--- config.mk ---
export PLATFORM = sky130hd
export DESIGN_NAME = uart_runner_core
export DESIGN_NICKNAME = d
export VERILOG_FILES = /design/src/rtl/uart_runner_pkg.sv /design/src/rtl/uart_runner_core_tx.sv /design/src/rtl/uart_runner_core.sv
export SDC_FILE = /design/constraint.sdc
export NUM_CORES = 1
export LEC_CHECK = 0
export CORE_AREA = 2 2 70 72
export CTS_CLUSTER_DIAMETER = 30
export DETAILED_ROUTE_END_ITERATION = 8
export DIE_AREA = 0 0 72 74
export GPL_TIMING_DRIVEN = 0
export PLACE_DENSITY = 0.81
export SLEW_MARGIN = 20
export SYNTH_ARGS = -nofsm -noshare
export SYNTH_HDL_FRONTEND = slang
export SYNTH_SLANG_ARGS = --single-unit
--- constraint.sdc ---
create_clock -name clk_i -period 4.3 [get_ports clk_i]
set_input_delay 0.43 -clock clk_i [delete_from_list [all_inputs] [get_ports clk_i]]
set_output_delay 0.43 -clock clk_i [all_outputs]
set_load 0.02 [all_outputs]
--- src/rtl/uart_runner_pkg.sv ---
// Shared types and helpers for the uart_runner_core slice: FSM state
// enums for both directions, the data width and the bit-period calculation.
package uart_runner_pkg;

  localparam int DATA_BITS = 8;

  typedef enum logic [1:0] {RX_IDLE, RX_START, RX_DATA, RX_STOP} rx_state_e;
  typedef enum logic [1:0] {TX_IDLE, TX_START, TX_DATA, TX_STOP} tx_state_e;

  // Number of clk cycles per serial bit, truncated like the hardware divider.
  function automatic int clks_per_bit_calc(input int clk_freq_hz, input int baud_rate);
    return clk_freq_hz / baud_rate;
  endfunction

endpackage

--- src/rtl/uart_runner_core_tx.sv ---
// 8N1 serial transmitter. Accepts a byte when valid && ready, sends the
// start bit in the very next cycle and returns to ready straight after the
// last stop-bit cycle so frames can run back to back.
module uart_tx
  import uart_runner_pkg::*;
#(
  parameter int CLKS_PER_BIT = 868
) (
  input  logic                 clk_i,
  input  logic                 rst_i,
  input  logic [DATA_BITS-1:0] data,
  input  logic                 valid,
  output logic                 ready,
  output logic                 busy,
  output logic                 txd
);

  localparam int CNT_W = (CLKS_PER_BIT > 1) ? $clog2(CLKS_PER_BIT) : 1;
  localparam logic [CNT_W-1:0] CNT_LAST = CNT_W'(CLKS_PER_BIT - 1);
  localparam int IDX_W = $clog2(DATA_BITS);
  localparam logic [IDX_W-1:0] IDX_LAST = IDX_W'(DATA_BITS - 1);

  tx_state_e state, state_next;
  logic [CNT_W-1:0]     cnt;
  logic [IDX_W-1:0]     bit_idx;
  logic [DATA_BITS-1:0] shift;
  logic                 bit_end;

  assign bit_end = (cnt == CNT_LAST);

  // State register; reset drops any frame in flight.
  always_ff @(posedge clk_i) begin
    if (rst_i) state <= TX_IDLE;
    else       state <= state_next;
  end

  // Bit timer, bit index and shift register; the byte is latched on acceptance.
  always_ff @(posedge clk_i) begin
    if (rst_i) begin
      cnt     <= '0;
      bit_idx <= '0;
      shift   <= '0;
    end else if (state == TX_IDLE) begin
      cnt     <= '0;
      bit_idx <= '0;
      if (valid) shift <= data;
    end else if (bit_end) begin
      cnt <= '0;
      if (state == TX_DATA) begin
        shift   <= shift >> 1;
        bit_idx <= bit_idx + 1'b1;
      end
    end else begin
      cnt <= cnt + 1'b1;
    end
  end

  // Next-state logic: each non-idle state lasts whole bit periods.
  always_comb begin
    state_next = state;
    case (state)
      TX_IDLE:  if (valid) state_next = TX_START;
      TX_START: if (bit_end) state_next = TX_DATA;
      TX_DATA:  if (bit_end && (bit_idx == IDX_LAST)) state_next = TX_STOP;
      TX_STOP:  if (bit_end) state_next = TX_IDLE;
      default:  state_next = TX_IDLE;
    endcase
  end

  // Line level and handshake decoded from the current state.
  always_comb begin
    ready = (state == TX_IDLE);
    busy  = (state != TX_IDLE);
    case (state)
      TX_START: txd = 1'b0;
      TX_DATA:  txd = shift[0];
      default:  txd = 1'b1;
    endcase
  end

endmodule

--- src/rtl/uart_runner_core.sv ---
// UART core: 2-flop synchronised 8N1 receiver plus the uart_tx transmitter.
// Optional feature macro UART_RUNNER_ECHO_EN: received bytes are held in a
// one-entry echo register and sent back automatically; the host TX port is
// then ignored and overrun_o reports bytes dropped while the register is full.
module uart_runner_core
  import uart_runner_pkg::*;
#(
  parameter int CLK_FREQ_HZ = 100_000_000,
  parameter int BAUD_RATE   = 115_200
) (
  input  logic                 clk_i,
  input  logic                 rst_i,
  input  logic                 rxd_i,
  output logic                 txd_o,
  output logic [DATA_BITS-1:0] rx_data_o,
  output logic                 rx_valid_o,
  output logic                 frame_err_o,
  input  logic [DATA_BITS-1:0] tx_data_i,
  input  logic                 tx_valid_i,
  output logic                 tx_ready_o,
  output logic                 tx_busy_o,
  output logic                 overrun_o
);

  localparam int CLKS_PER_BIT = clks_per_bit_calc(CLK_FREQ_HZ, BAUD_RATE);
  localparam int CNT_W = (CLKS_PER_BIT > 1) ? $clog2(CLKS_PER_BIT) : 1;
  localparam logic [CNT_W-1:0] CNT_LAST  = CNT_W'(CLKS_PER_BIT - 1);
  localparam logic [CNT_W-1:0] HALF_LAST = CNT_W'(CLKS_PER_BIT / 2 - 1);
  localparam int IDX_W = $clog2(DATA_BITS);
  localparam logic [IDX_W-1:0] IDX_LAST = IDX_W'(DATA_BITS - 1);

  logic [1:0]           rx_sync;
  logic                 rxd_s;
  rx_state_e            rx_state, rx_state_next;
  logic [CNT_W-1:0]     rx_cnt;
  logic [IDX_W-1:0]     rx_idx;
  logic [DATA_BITS-1:0] rx_shift;
  logic                 half_hit, bit_hit, stop_ok, stop_bad;

  logic                 tx_valid_int, tx_ready_int;
  logic [DATA_BITS-1:0] tx_data_int;

  assign rxd_s    = rx_sync[1];
  assign half_hit = (rx_cnt == HALF_LAST);
  assign bit_hit  = (rx_cnt == CNT_LAST);

  // Two-flop synchroniser; resets to the idle-high line level.
  always_ff @(posedge clk_i) begin
    if (rst_i) rx_sync <= 2'b11;
    else       rx_sync <= {rx_sync[0], rxd_i};
  end

  // RX state register.
  always_ff @(posedge clk_i) begin
    if (rst_i) rx_state <= RX_IDLE;
    else       rx_state <= rx_state_next;
  end

  // RX timer and shifter: half a bit to the start centre, then whole bits.
  always_ff @(posedge clk_i) begin
    if (rst_i) begin
      rx_cnt   <= '0;
      rx_idx   <= '0;
      rx_shift <= '0;
    end else begin
      case (rx_state)
        RX_START: rx_cnt <= half_hit ? '0 : rx_cnt + 1'b1;
        RX_DATA: begin
          if (bit_hit) begin
            rx_cnt   <= '0;
            rx_shift <= {rxd_s, rx_shift[DATA_BITS-1:1]};
            rx_idx   <= rx_idx + 1'b1;
          end else begin
            rx_cnt <= rx_cnt + 1'b1;
          end
        end
        RX_STOP: rx_cnt <= bit_hit ? '0 : rx_cnt + 1'b1;
        default: begin
          rx_cnt <= '0;
          rx_idx <= '0;
        end
      endcase
    end
  end

  // RX next state: a high start-centre sample is a glitch and aborts.
  always_comb begin
    rx_state_next = rx_state;
    case (rx_state)
      RX_IDLE:  if (!rxd_s) rx_state_next = RX_START;
      RX_START: if (half_hit) rx_state_next = rxd_s ? RX_IDLE : RX_DATA;
      RX_DATA:  if (bit_hit && (rx_idx == IDX_LAST)) rx_state_next = RX_STOP;
      RX_STOP:  if (bit_hit) rx_state_next = RX_IDLE;
      default:  rx_state_next = RX_IDLE;
    endcase
  end

  // RX outputs: classify the stop-bit centre sample.
  always_comb begin
    stop_ok  = (rx_state == RX_STOP) && bit_hit && rxd_s;
    stop_bad = (rx_state == RX_STOP) && bit_hit && !rxd_s;
  end

  // Registered result so data and its valid pulse appear together.
  always_ff @(posedge clk_i) begin
    if (rst_i) begin
      rx_data_o   <= '0;
      rx_valid_o  <= 1'b0;
      frame_err_o <= 1'b0;
    end else begin
      rx_valid_o  <= stop_ok;
      frame_err_o <= stop_bad;
      if (stop_ok) rx_data_o <= rx_shift;
    end
  end

`ifdef UART_RUNNER_ECHO_EN
  logic                 echo_full, tx_accept, unused_host_tx;
  logic [DATA_BITS-1:0] echo_data;

  assign tx_accept      = echo_full && tx_ready_int;
  assign tx_valid_int   = echo_full;
  assign tx_data_int    = echo_data;
  assign tx_ready_o     = 1'b0;
  assign unused_host_tx = ^{tx_data_i, tx_valid_i};

  // Echo register: a new byte is dropped only if the held one is not leaving now.
  always_ff @(posedge clk_i) begin
    if (rst_i) begin
      echo_full <= 1'b0;
      echo_data <= '0;
      overrun_o <= 1'b0;
    end else begin
      overrun_o <= 1'b0;
      if (stop_ok && echo_full && !tx_accept) begin
        overrun_o <= 1'b1;
      end else if (stop_ok) begin
        echo_full <= 1'b1;
        echo_data <= rx_shift;
      end else if (tx_accept) begin
        echo_full <= 1'b0;
      end
    end
  end
`else
  assign tx_valid_int = tx_valid_i;
  assign tx_data_int  = tx_data_i;
  assign tx_ready_o   = tx_ready_int;
  assign overrun_o    = 1'b0;
`endif

  uart_tx #(
    .CLKS_PER_BIT(CLKS_PER_BIT)
  ) u_tx (
    .clk_i(clk_i),
    .rst_i(rst_i),
    .data (tx_data_int),
    .valid(tx_valid_int),
    .ready(tx_ready_int),
    .busy (tx_busy_o),
    .txd  (txd_o)
  );

endmodule

Word-level counts from Yosys, hierarchy flattened
Index checks and enable logic that the tools add are counted.
{ "totals": {"reg_bits": 58, "in_bits": 12, "out_inout_bits": 14, "elab_cells": 79} }
{ "classes": {"n_addsub": 4, "n_eq_ne": 20, "muxes": 21, "bitwise_logic": 1, "n_reduce_logical": 21} }
{ "op_table": {"columns": ["operator", "count"], "rows": [
  ["$mux W8", 4],
  ["$add A10 B1 Y10 const B", 2],
  ["$eq A10 B10 Y1 const B", 2],
  ["$mux W10", 2],
  ["$pmux W10 S2", 1],
  ["$mux W2", 9],
  ["$pmux W2 S4", 2],
  ["$ne A2 B2 Y1 const B", 7],
  ["$eq A10 B9 Y1 const B", 1],
  ["$eq A2 B2 Y1 const B", 4],
  ["$reduce_and A4 Y1", 2],
  ["$add A3 B1 Y3 const B", 2],
  ["$eq A3 B3 Y1 const B", 2],
  ["$pmux W3 S2", 1],
  ["$reduce_and A2 Y1", 3],
  ["$reduce_bool A2 Y1", 3],
  ["$reduce_or A2 Y1", 3],
  ["$logic_and A1 B1 Y1", 5],
  ["$eq A2 B1 Y1 const B", 2],
  ["$logic_not A2 Y1", 2],
  ["$ne A2 B1 Y1 const B", 2],
  ["$mux W3", 1],
  ["$reduce_and A3 Y1", 1],
  ["$reduce_or A3 Y1", 1],
  ["other kinds (3)", 3]
]} }

Longest topological paths before layout
Gate-level depths: netlist of the first run.
{ "depth": {"word_depth": 4, "depth_mapped": 7, "ltp_nobuf": 6} }

Hierarchy
From an unflattened synthesis of the first run, not the netlist that was laid out.
{ "hier_totals": {"hier_cells": 272, "hier_area_um2": 2616.3} }
{ "by_module_without_submodules": {"columns": ["module", "n_inst", "cells_each", "area_each_um2", "seq_area_each_um2"], "rows": [
  ["uart_runner_core", 1, 153, 1466.4, 700.7],
  ["uart_tx", 1, 119, 1149.9, 460.4]
]} }

Worst setup path after synthesis of the first run
Ideal clock, no wire load.
{ "synth_path": {"path_kind": "register to register", "startpoint": "reg rx_cnt[2]", "endpoint": "reg rx_idx[0]", "setup_ns": 0.083, "t_arrival_ns": 1.748, "required_ns": 4.217, "slack_ns": 2.469, "stages_incl_launch_ff": 5, "path_buffers": 0, "synth_period_minus_slack_ns": 1.831, "path_cell_list": "dfxtp_1 > or3b_4 > or4_1 > or4_1 > o221ai_1"} }
{ "synth_between": {"elab_chain_cells": 3} }
{ "synth_rtl": {"columns": ["element", "line", "source"], "rows": [
  ["start, declared", "uart_runner_core.sv:35", "logic [CNT_W-1:0] rx_cnt;"],
  ["start signal, assigned", "uart_runner_core.sv:67", "RX_START: rx_cnt <= half_hit ? '0 : rx_cnt + 1'b1;"],
  ["start signal, assigned", "uart_runner_core.sv:74", "rx_cnt <= rx_cnt + 1'b1;"],
  ["start signal, assigned", "uart_runner_core.sv:77", "RX_STOP: rx_cnt <= bit_hit ? '0 : rx_cnt + 1'b1;"],
  ["$eq A10 B10 Y1", "uart_runner_core.sv:45", "assign bit_hit = (rx_cnt == CNT_LAST);"],
  ["$ne A2 B2 Y1 (no source line)", null, null],
  ["$reduce_and A2 Y1 (no source line)", null, null],
  ["end signal, assigned", "uart_runner_core.sv:72", "rx_idx <= rx_idx + 1'b1;"],
  ["end, declared", "uart_runner_core.sv:36", "logic [IDX_W-1:0] rx_idx;"]
]} }
No other way between the ends.
A chain may end at the register's enable or synchronous reset.

Worst setup path after layout of the first run
{ "layout_path": {"startpoint": "reg u_tx.state[0]", "endpoint": "out txd_o"} }
{ "layout_between": {"elab_chain_cells": 2, "word_cells_on_any_way": 3, "cone_classes": "2 x eq/ne; 1 x mux"} }
{ "layout_rtl": {"columns": ["element", "line", "source"], "rows": [
  ["start, declared", "uart_runner_core_tx.sv:23", "tx_state_e state, state_next;"],
  ["start signal, assigned", "uart_runner_core_tx.sv:34", "else state <= state_next;"],
  ["$eq A2 B2 Y1 / $eq A2 B1 Y1 (equally long branches)", "uart_runner_core_tx.sv:74", "case (state)"],
  ["$pmux W1 S2 *", "uart_runner_core_tx.sv:74", null],
  ["end, declared", "uart_runner_core.sv:14", "output logic txd_o,"]
]} }
Mark *: on every way between the ends. The rest lies on a longest branch, timed or not.

==> run summary, run 1 <==
* **leading area contributor after synthesis** sky130_fd_sc_hd__dfxtp_1
* **hold buffers post-CTS** 0
* **number of cells upsized or downsized after cts** 0
* **Highest Clock Rate** 433 MHz
* **hold violation count in the final report** 0
* **#FFs+latches synth** 58
* **vias after detailed routing** 2140
* **area overhead of the layout relative to synthesis** 20.0%
* **Die X-Extent** 72 um
* **crit share post-route** 53.7%
* **GR Util met3** 8.27%
* **wire length of the first global-routing pass** 8570 um
* **WP data arrival** 1.88 ns
* **area of the die** 5330 um^2
* **final cell count without fillers** 382
* **GR Util met2** 34.3%
* **family with the most delay on the worst path** buffers and inverters
* **worst setup margin** 1.99 ns
* **worst slack, placed** 2.21 ns
* **most heavily used metal layer in global routing** met2
* **power density over the cells** 464 nW/um^2
* **Std-Cell Core Area** 4600 um^2
* **post-synth net total** 311
* **area fraction of the dominant cell type after synthesis** 44.1%
* **filler cell count** 391
* **total placed cells including tap cells** 366
* **Syn Std Cell Area** 2630 um^2
* **Initial Utilization** 57.3%
* **Slew Limit Headroom** 58.5%
* **total negative slack for setup checks** 0 ns
* **RePlAce Congestion** 0.853
* **most frequent cell after synthesis** sky130_fd_sc_hd__dfxtp_1
* **worst setup path category** flip-flop to primary output
* **router iterations before antenna repair** 4
* **cell area reported after detailed placement** 2940 um^2
* **Worst path max stage delay** 0.61 ns
* **MaxCap Viol Count** 0
* **average via count per standard cell** 5.60
* **total congestion overflow** 0
* **number of DRC markers in iteration 0** 99
* **Main synth FF type** sky130_fd_sc_hd__dfxtp_1
* **capturing element type of the critical path** primary output
* **clock tree from TritonCTS** yes
* **CP max stage cell** sky130_fd_sc_hd__clkdlybuf4s50_1
* **maximum number of buffers from clock root to sink** 2
* **maximum level of the CTS H-tree** 3
* **met1 routing resource usage after global routing** 23.8%
* **number of antenna violations at the first check in global routing** 0
* **cell row count** 25
* **Max FO, Critical Path** 6
* **CTS Buf Count** 9
* **top post-synthesis cells by area** sky130_fd_sc_hd__dfxtp_1 44%, sky130_fd_sc_hd__mux2i_1 6.8%, sky130_fd_sc_hd__ha_1 5.2%
* **DIE HEIGHT** 74 um
* **Post-Synthesis Cells** 288
* **sequential share of the synthesized area** 44.1%
* **sort of element at the start of the critical path** flip-flop
* **Layout Skew** 0.00851 ns
* **pin count of the biggest net entering global routing** 12
* **critical-path cell list** inv_1 -> ha_1 -> mux2i_1 -> clkdlybuf4s50_1
* **buffer and inverter count on the worst path** 2
* **Port Buffers** 24
* **Final HPWL DP** 3520 um
* **leakage power** 1.26 nW
* **outcome** finished, final reports clean
* **classification of the worst-slack hold path** flip-flop to flip-flop
* **buffers inserted by post-CTS timing repair** 0
* **Worst Max-Slew Pin Slew** 0.623 ns
* **distinct cell type count after synthesis** 46
* **io pins** 26
* **leading post-synthesis cells by instance count** 58 x sky130_fd_sc_hd__dfxtp_1, 32 x sky130_fd_sc_hd__nor2_1, 22 x sky130_fd_sc_hd__nand3_1, 21 x sky130_fd_sc_hd__nand2_1
* **Final Instance Area** 3160 um^2
* **via count of the first global-routing pass** 2018
* **worst vdd rail ir drop** 0.261 mV
* **number of sinks on the clock net** 58
* **post-DR wirelength/cell** 13.2 um
* **Clk Tree Root Cell** sky130_fd_sc_hd__clkbuf_8
* **number of flops mapped to enable cells by yosys** 0
* **Yosys warnings** 0
* **hold slack** 0.410 ns
* **asr flop ratio synth** 0%
* **later-pin clock latency in the skew report** 0.35 ns
* **clock-pin slew of the registers on the worst-case setup and hold paths** 0.06 ns
* **required time at the worst-slack endpoint** 3.87 ns
* **max-slew violations** 0
* **setup violation total in the final timing report** 0
* **shortest period the worst path allows** 2.31 ns
* **number of antenna diodes** 0
* **drt drc** 0
* **Total Nets Final** 346
* **total global routing track utilization** 20.9%
* **antenna violation net count after detailed routing** 0
* **layout cell share with drive strength beyond 1** 7.32%
* **post-route total power** 1.46 mW
* **synthesized area divided by synthesized cell count** 9.14 um^2
* **final core utilization** 68.7%
* **setup repair after global routing missed its margin** no
* **detailed-route wire length** 5040 um
## cells by family (layout without fill, tap and decap cells)
family          Yosys count  in the layout  share of synthesized area [%]
flops                    58             58                           44.1
compound gates           40             40                           10.6
buf+inv                  28             68                           4.18
other cells               1              1                          0.142
mux                      18             18                           6.84
xor+xnor                 18             18                           5.99
simple gates            114            114                           22.9
fa+ha+maj                11             11                           5.23
## layout by cell type (no fill, tap or decap), types with 3 or more instances in the layout
master | synthesis | layout
sky130_fd_sc_hd__mux2i_1 | 18 | 18
sky130_fd_sc_hd__nand3_1 | 22 | 22
sky130_fd_sc_hd__xor2_1 | 10 | 10
sky130_fd_sc_hd__ha_1 | 11 | 11
sky130_fd_sc_hd__clkdlybuf4s50_1 | 0 | 24
sky130_fd_sc_hd__nor3_1 | 3 | 3
sky130_fd_sc_hd__o311a_1 | 7 | 7
sky130_fd_sc_hd__nand4_1 | 6 | 6
sky130_fd_sc_hd__clkbuf_8 | 0 | 9
sky130_fd_sc_hd__dfxtp_1 | 58 | 58
sky130_fd_sc_hd__clkbuf_1 | 12 | 12
sky130_fd_sc_hd__inv_1 | 13 | 13
sky130_fd_sc_hd__or2_2 | 3 | 3
sky130_fd_sc_hd__nor4_1 | 3 | 3
sky130_fd_sc_hd__xnor2_1 | 8 | 8
sky130_fd_sc_hd__nor2_1 | 32 | 32
sky130_fd_sc_hd__nand2_1 | 21 | 21
sky130_fd_sc_hd__and3_1 | 4 | 4
sky130_fd_sc_hd__o21ai_0 | 18 | 18
## sequential cells by signal (all words and copies together), names as in the netlist, named ones only
register and cells:
rx_cnt 10, u_tx.cnt 10, rx_data_o 8, rx_shift 8
u_tx.shift 8, rx_idx 3, u_tx.bit_idx 3, rx_sync 2
u_tx.state 2, frame_err_o 1, rx_state 1, rx_valid_o 1
## worst register-to-register path: stages, from the launching register on
cell and delay, ns:
sky130_fd_sc_hd__dfxtp_1 0.37, sky130_fd_sc_hd__ha_1 0.21, sky130_fd_sc_hd__nor4bb_1 0.42, sky130_fd_sc_hd__and4_1 0.37, sky130_fd_sc_hd__clkbuf_1 0.35, sky130_fd_sc_hd__o21ai_0 0.15
sky130_fd_sc_hd__o311a_1 0.14
## report_power, final
part           leakage [nW]  switching, mW  internal (mW)
clock                 0.105          0.219          0.324
sequential            0.470         0.0266          0.576
combinational         0.685          0.168          0.149
## metal layers
metal | up-vias | share of wire (%)
li1 | 1090 | -
met1 | 990 | 46
met2 | 46 | 47
met3 | 14 | 4.6
met4 | 0 | 2.4
met5 | - | 0
## worst paths after layout
kind / from / to / slack (ns) / depth (start not counted)
setup / recovery: u_tx.state[0]$_SDFFE_PP0P_ / txd_o / 1.99 / 4
hold / removal: rx_sync[0]$_SDFF_PP1_ / rx_sync[1]$_SDFF_PP1_ / 0.41 / 1
setup reg to reg: u_tx.cnt[0]$_SDFF_PP0_ / u_tx.shift[5]$_SDFFE_PP0P_ / 2.19 / 6
hold reg to reg: rx_sync[0]$_SDFF_PP1_ / rx_sync[1]$_SDFF_PP1_ / 0.41 / 1
## cell type report
class,count,area [um^2],area share [%]
Multi-Input combinational cell,202,1360,43.1
Sequential cell,58,1160,36.8
Timing Repair Buffer,24,240,7.61
Clock buffer,9,124,3.92
Clock inverter,7,93.8,2.97
Tap cell,54,67.6,2.14
Buffer,15,61.3,1.94
Inverter,13,48.8,1.55
No activity file was read; power rests on OpenSTA's default activity.
==> run 2, diff against run 1 <==
--- a/config.mk
+++ b/config.mk
@@ -5,12 +5,12 @@
 export SDC_FILE = /design/constraint.sdc
 export NUM_CORES = 1
 export LEC_CHECK = 0
-export CORE_AREA = 2 2 70 72
+export CORE_AREA = 2 2 72 74
 export CTS_CLUSTER_DIAMETER = 30
 export DETAILED_ROUTE_END_ITERATION = 8
-export DIE_AREA = 0 0 72 74
+export DIE_AREA = 0 0 74 76
 export GPL_TIMING_DRIVEN = 0
-export PLACE_DENSITY = 0.81
+export PLACE_DENSITY = 0.77
 export SLEW_MARGIN = 20
 export SYNTH_ARGS = -nofsm -noshare
 export SYNTH_HDL_FRONTEND = slang
==> constraint.sdc (replaced) <==
create_clock -name clk_i -period 2.31 [get_ports clk_i]
set_input_delay 0.231 -clock clk_i [delete_from_list [all_inputs] [get_ports clk_i]]
set_output_delay 0.231 -clock clk_i [all_outputs]
set_load 0.02 [all_outputs]
==> run 2 against run 1 <==
  * Die area increased by 5.6%
  * Highest routed layer unchanged
  * Critical path type unchanged
  * Final cell count increased by 4.2%
  * Setup slack got worse by 1.8 ns
==> run summary, run 2 (synthesized netlist as in run 1, its figures left out) <==
* **MaxCap Viol Count** 0
* **DIE HEIGHT** 76 um
* **Final HPWL DP** 3520 um
* **buffers inserted by post-CTS timing repair** 0
* **outcome** finished, final reports clean
* **antenna violation net count after detailed routing** 0
* **drt drc** 0
* **Highest Clock Rate** 468 MHz
* **Crit. Startpoint** u_tx.state[0]$_SDFFE_PP0P_
* **required time at the worst-slack endpoint** 2.08 ns
* **total placed cells including tap cells** 382
* **layout cell share with drive strength beyond 1** 6.40%
* **Die X-Extent** 74 um
* **worst setup path category** flip-flop to primary output
* **average via count per standard cell** 5.28
* **length in cells of the worst reg-to-reg path** 6
* **CTS Buf Count** 9
* **Total Nets Final** 346
* **maximum level of the CTS H-tree** 3
* **Slew Limit Headroom** 59.3%
* **biggest registers after layout** rx_cnt (10), u_tx.cnt (10)
* **RePlAce Congestion** 0.806
* **sort of element at the start of the critical path** flip-flop
* **total congestion overflow** 0
* **max-slew violations** 0
* **Port Buffers** 24
* **end of the critical path** txd_o
* **cell row count** 26
* **total negative slack for setup checks** 0 ns
* **final core utilization** 64.0%
* **Max FO, Critical Path** 6
* **destination of the worst register-to-register timing path** u_tx.shift[4]$_SDFFE_PP0P_
* **setup repair after global routing missed its margin** no
* **number of antenna diodes** 0
* **worst slack, placed** 0.256 ns
* **number of sinks on the clock net** 58
* **most common library cell in the layout ignoring fill and taps** sky130_fd_sc_hd__dfxtp_1
* **post-DR wirelength/cell** 12.7 um
* **crit share post-route** 92.5%
* **leakage power** 1.25 nW
* **Worst Max-Slew Pin Slew** 0.605 ns
* **number of DRC markers in iteration 0** 63
* **detailed-route wire length** 5060 um
* **shortest period the worst path allows** 2.14 ns
* **Layout Skew** 0.00579 ns
* **Clk Tree Root Cell** sky130_fd_sc_hd__clkbuf_8
* **setup violation total in the final timing report** 0
* **clock-pin slew of the registers on the worst-case setup and hold paths** 0.06 ns
* **area of the die** 5620 um^2
* **FF-to-FF setup slack** 0.28 ns
* **via count of the first global-routing pass** 1983
* **number of cells upsized or downsized after cts** 0
* **power density over the cells** 820 nW/um^2
* **maximum number of buffers from clock root to sink** 2
* **worst reg2reg path startpoint** u_tx.cnt[0]$_SDFF_PP0_
* **router iterations before antenna repair** 4
* **post-route total power** 2.58 mW
* **Std-Cell Core Area** 4910 um^2
* **number of antenna violations at the first check in global routing** 0
* **hold violation count in the final report** 0
* **worst vdd rail ir drop** 0.480 mV
* **area overhead of the layout relative to synthesis** 19.4%
* **final cell count without fillers** 398
* **commonest cells after routing, fill and taps aside** 58 x sky130_fd_sc_hd__dfxtp_1, 32 x sky130_fd_sc_hd__nor2_1, 24 x sky130_fd_sc_hd__clkdlybuf4s50_1
* **clock tree from TritonCTS** yes
* **worst setup margin** 0.173 ns
* **wire length of the first global-routing pass** 8650 um
* **io pins** 26
* **Initial Utilization** 53.6%
* **capturing element type of the critical path** primary output
* **later-pin clock latency in the skew report** 0.34 ns
* **pin count of the biggest net entering global routing** 11
* **total global routing track utilization** 19.6%
* **hold buffers post-CTS** 0
* **classification of the worst-slack hold path** flip-flop to flip-flop
* **WP data arrival** 1.91 ns
* **vias after detailed routing** 2103
run 2: changes by cell type in the layout (fill, tap and decap cells not counted):
cell,change
sky130_fd_sc_hd__bufinv_16,-2
sky130_fd_sc_hd__clkbuf_1,+3
sky130_fd_sc_hd__clkbuf_8,+3
sky130_fd_sc_hd__clkinv_2,-2
sky130_fd_sc_hd__clkinv_4,-1
sky130_fd_sc_hd__clkinvlp_4,-1
run 2: per-stage QoR:
step | area [um^2] | hold slack (ns)
3_5_place_dp | 2960 | 0.397
4_1_cts | 3140 | 0.416
3_3_place_gp | 2960 | 0.400
5_1_grt | 3140 | 0.447
6_report | 3140 | 0.409
2_1_floorplan | 2630 | 0.335
run 2: per-layer routing:
metal / vias up / wire length [um] / global-route usage, %
met1: 976 / 2410 / 23.7
met4: 0 / 106 / 10.0
li1: 1086 / - / -
met5: - / 0 / 0
met3: 12 / 186 / 6.88
met2: 29 / 2350 / 30.4
run 2: cell type report:
type                    instances  area (um^2)
inverters                      13         48.8
repair buffers                 24          240
plain buffers                  15         61.3
flip-flops and latches         58         1160
well taps                      70         87.6
clock inverters                 1         7.51
multi-input cells             202         1360
clock buffers                  15          176
fillers                       423         1770
run 2: where the power goes:
group          leakage [nW]  internal [mW]  total (mW)  switching, mW
combinational         0.685          0.278       0.588          0.310
sequential            0.470           1.07        1.12         0.0508
clock                0.0900          0.479       0.866          0.387
total                  1.25           1.83        2.58          0.748
run 2: critical path: stages (launching register included):
cell and delay, ns:
sky130_fd_sc_hd__dfxtp_1 0.34, sky130_fd_sc_hd__inv_1 0.09, sky130_fd_sc_hd__ha_1 0.27, sky130_fd_sc_hd__mux2i_1 0.24
sky130_fd_sc_hd__clkdlybuf4s50_1 0.63
run 2: how the worst min path moves through the flow:
| stage | slack (ns) | from | endpoint | cells past startpoint |
|---|---|---|---|---|
| finish | 0.41 | rx_sync[0]$_SDFF_PP1_ | rx_sync[1]$_SDFF_PP1_ | 1 |
| global route | 0.45 | rx_sync[0]$_SDFF_PP1_ | rx_sync[1]$_SDFF_PP1_ | 1 |
| CTS | 0.42 | rx_sync[0]$_SDFF_PP1_ | rx_sync[1]$_SDFF_PP1_ | 1 |
| detailed placement | 0.40 | rx_sync[0]$_SDFF_PP1_ | rx_sync[1]$_SDFF_PP1_ | 1 |
| global placement | 0.40 | rx_sync[0]$_SDFF_PP1_ | rx_sync[1]$_SDFF_PP1_ | 1 |
| floorplan | 0.33 | rxd_i | rx_sync[0]$_SDFF_PP1_ | 1 |
==> run 3, diff against run 2 <==
--- a/config.mk
+++ b/config.mk
@@ -10,8 +10,9 @@
 export DETAILED_ROUTE_END_ITERATION = 8
 export DIE_AREA = 0 0 74 76
 export GPL_TIMING_DRIVEN = 0
-export PLACE_DENSITY = 0.77
+export PLACE_DENSITY = 0.76
 export SLEW_MARGIN = 20
 export SYNTH_ARGS = -nofsm -noshare
 export SYNTH_HDL_FRONTEND = slang
+export SYNTH_HIERARCHICAL = 1
 export SYNTH_SLANG_ARGS = --single-unit
==> run 3 against run 2 <==
  * Hold slack lost 0.0036 ns
  * Clock skew is essentially flat
  * Sequential power is essentially flat
  * Clock power shrank 8.5%
  * Global-route usage shrank 2.4 points
  * Total power shrank 2.5%
  * Register-to-register slack gained 0.14 ns
  * Utilization shrank 0.61 points
  * Largest power group unchanged
==> run summary, run 3 <==
* **Layout Skew** 0.00560 ns
* **cell area reported after detailed placement** 2940 um^2
* **Final Instance Area** 3110 um^2
* **Final HPWL DP** 3190 um
* **leading post-synthesis cells by instance count** 58 x sky130_fd_sc_hd__dfxtp_1, 39 x sky130_fd_sc_hd__nor2_1, 26 x sky130_fd_sc_hd__mux2i_1, 15 x sky130_fd_sc_hd__nand2_1, 14 x sky130_fd_sc_hd__nand3_1
* **setup repair after global routing missed its margin** no
* **commonest cells after routing, fill and taps aside** 58 x sky130_fd_sc_hd__dfxtp_1, 39 x sky130_fd_sc_hd__nor2_1, 26 x sky130_fd_sc_hd__mux2i_1
* **max-slew violations** 0
* **power density over the cells** 807 nW/um^2
* **required time at the worst-slack endpoint** 2.08 ns
* **total global routing track utilization** 17.3%
* **top post-synthesis cells by area** sky130_fd_sc_hd__dfxtp_1 44%, sky130_fd_sc_hd__mux2i_1 9.9%, sky130_fd_sc_hd__nor2_1 5.6%
* **area overhead of the layout relative to synthesis** 19.0%
* **shortest period the worst path allows** 2.10 ns
* **most frequent cell after synthesis** sky130_fd_sc_hd__dfxtp_1
* **biggest registers after layout** rx_cnt (10), u_tx/cnt (10)
* **sort of element at the start of the critical path** flip-flop
* **antenna violation net count after detailed routing** 0
* **worst slack, placed** 0.456 ns
* **DIE HEIGHT** 76 um
* **Clk Tree Root Cell** sky130_fd_sc_hd__clkbuf_8
* **CTS Buf Count** 9
* **WP data arrival** 1.87 ns
* **buffers inserted by post-CTS timing repair** 0
* **MaxCap Viol Count** 0
* **router iterations before antenna repair** 4
* **wire length of the first global-routing pass** 7690 um
* **capturing element type of the critical path** primary output
* **synthesized area divided by synthesized cell count** 9.62 um^2
* **average via count per standard cell** 5.21
* **Std-Cell Core Area** 4910 um^2
* **clock tree from TritonCTS** yes
* **leakage power** 1.26 nW
* **distinct cell type count after synthesis** 44
* **number of flops mapped to enable cells by yosys** 0
* **setup violation total in the final timing report** 0
* **total negative slack for setup checks** 0 ns
* **worst vdd rail ir drop** 0.483 mV
* **Syn Std Cell Area** 2620 um^2
* **number of sinks on the clock net** 58
* **final core utilization** 63.4%
* **layout cell share with drive strength beyond 1** 10.3%
* **number of antenna violations at the first check in global routing** 0
* **via count of the first global-routing pass** 1829
* **most common library cell in the layout ignoring fill and taps** sky130_fd_sc_hd__dfxtp_1
* **Main synth FF type** sky130_fd_sc_hd__dfxtp_1
* **area of the die** 5620 um^2
* **#FFs+latches synth** 58
* **cell row count** 26
* **detailed-route wire length** 4590 um
* **drt drc** 0
* **Post-Synthesis Cells** 272
* **clock-pin slew of the registers on the worst-case setup and hold paths** 0.07 ns
* **number of antenna diodes** 0
* **sequential share of the synthesized area** 44.4%
* **Yosys warnings** 6
* **maximum number of buffers from clock root to sink** 2
* **RePlAce Congestion** 0.828
* **later-pin clock latency in the skew report** 0.33 ns
* **number of cells upsized or downsized after cts** 0
* **io pins** 26
* **Initial Utilization** 53.3%
* **Highest Clock Rate** 475 MHz
* **total congestion overflow** 0
* **outcome** finished, final reports clean
* **pin count of the biggest net entering global routing** 12
* **vias after detailed routing** 1989
* **area fraction of the dominant cell type after synthesis** 44.4%
* **asr flop ratio synth** 0%
* **Die X-Extent** 74 um
* **post-DR wirelength/cell** 12.0 um
* **post-route total power** 2.51 mW
* **maximum level of the CTS H-tree** 3
* **hold violation count in the final report** 0
* **crit share post-route** 91.1%
* **leading area contributor after synthesis** sky130_fd_sc_hd__dfxtp_1
* **Port Buffers** 24
* **worst setup path category** flip-flop to primary output
* **number of DRC markers in iteration 0** 80
* **Total Nets Final** 330
* **hold buffers post-CTS** 0
* **Max FO, Critical Path** 6
* **post-synth net total** 295
* **worst setup margin** 0.206 ns
* **classification of the worst-slack hold path** flip-flop to flip-flop
[run 3: final timing paths]
| path | start | endpoint | slack, ns | cells after the start |
|---|---|---|---|---|
| min | rx_sync[0]$_SDFF_PP1_ | rx_sync[1]$_SDFF_PP1_ | 0.41 | 1 |
| max reg2reg | u_tx/state[1]$_SDFFE_PP0P_ | u_tx/shift[4]$_SDFFE_PP0P_ | 0.42 | 7 |
| max | u_tx/state[0]$_SDFFE_PP0P_ | txd_o | 0.21 | 4 |
| min reg2reg | rx_sync[0]$_SDFF_PP1_ | rx_sync[1]$_SDFF_PP1_ | 0.41 | 1 |
[run 3: cell families (layout without fill, tap and decap cells)]
group	count (synthesis)	after routing	synth area share [%]
flops	58	58	44.4
other cells	1	1	0.143
simple gates	103	103	21.0
mux	26	26	9.95
buf+inv	24	64	4.73
xor+xnor	17	17	5.69
fa+ha+maj	11	11	5.26
compound gates	32	32	8.85
[run 3: power breakdown]
group          switching, mW  internal [mW]
combinational          0.318          0.280
sequential            0.0501           1.07
clock                  0.409          0.383
[run 3: critical path, stage by stage (launching register included)]
cell and delay, ns:
sky130_fd_sc_hd__dfxtp_1 0.34, sky130_fd_sc_hd__inv_1 0.09, sky130_fd_sc_hd__ha_1 0.27, sky130_fd_sc_hd__mux2i_1 0.21, sky130_fd_sc_hd__clkdlybuf4s50_1 0.62
[run 3: final cells by class]
type | instances | area [um^2]
repair buffers | 24 | 240
well taps | 70 | 87.6
plain buffers | 14 | 86.3
inverters | 10 | 37.5
flip-flops and latches | 58 | 1160
multi-input cells | 190 | 1330
fillers | 422 | 1800
clock inverters | 7 | 46.3
clock buffers | 9 | 124
[run 3: stage by stage]
step	hold slack [ns]	cells
2_1_floorplan	0.308	272
3_3_place_gp	0.393	366
3_5_place_dp	0.394	366
4_1_cts	0.405	382
5_1_grt	0.425	382
6_report	0.406	382
[run 3: layer usage]
layer	GRT usage, %	up-vias	wire (um)
li1	-	1026	-
met1	22.3	923	2290
met2	26.6	30	2070
met3	3.97	10	131
met4	8.73	0	99
met5	0	-	0
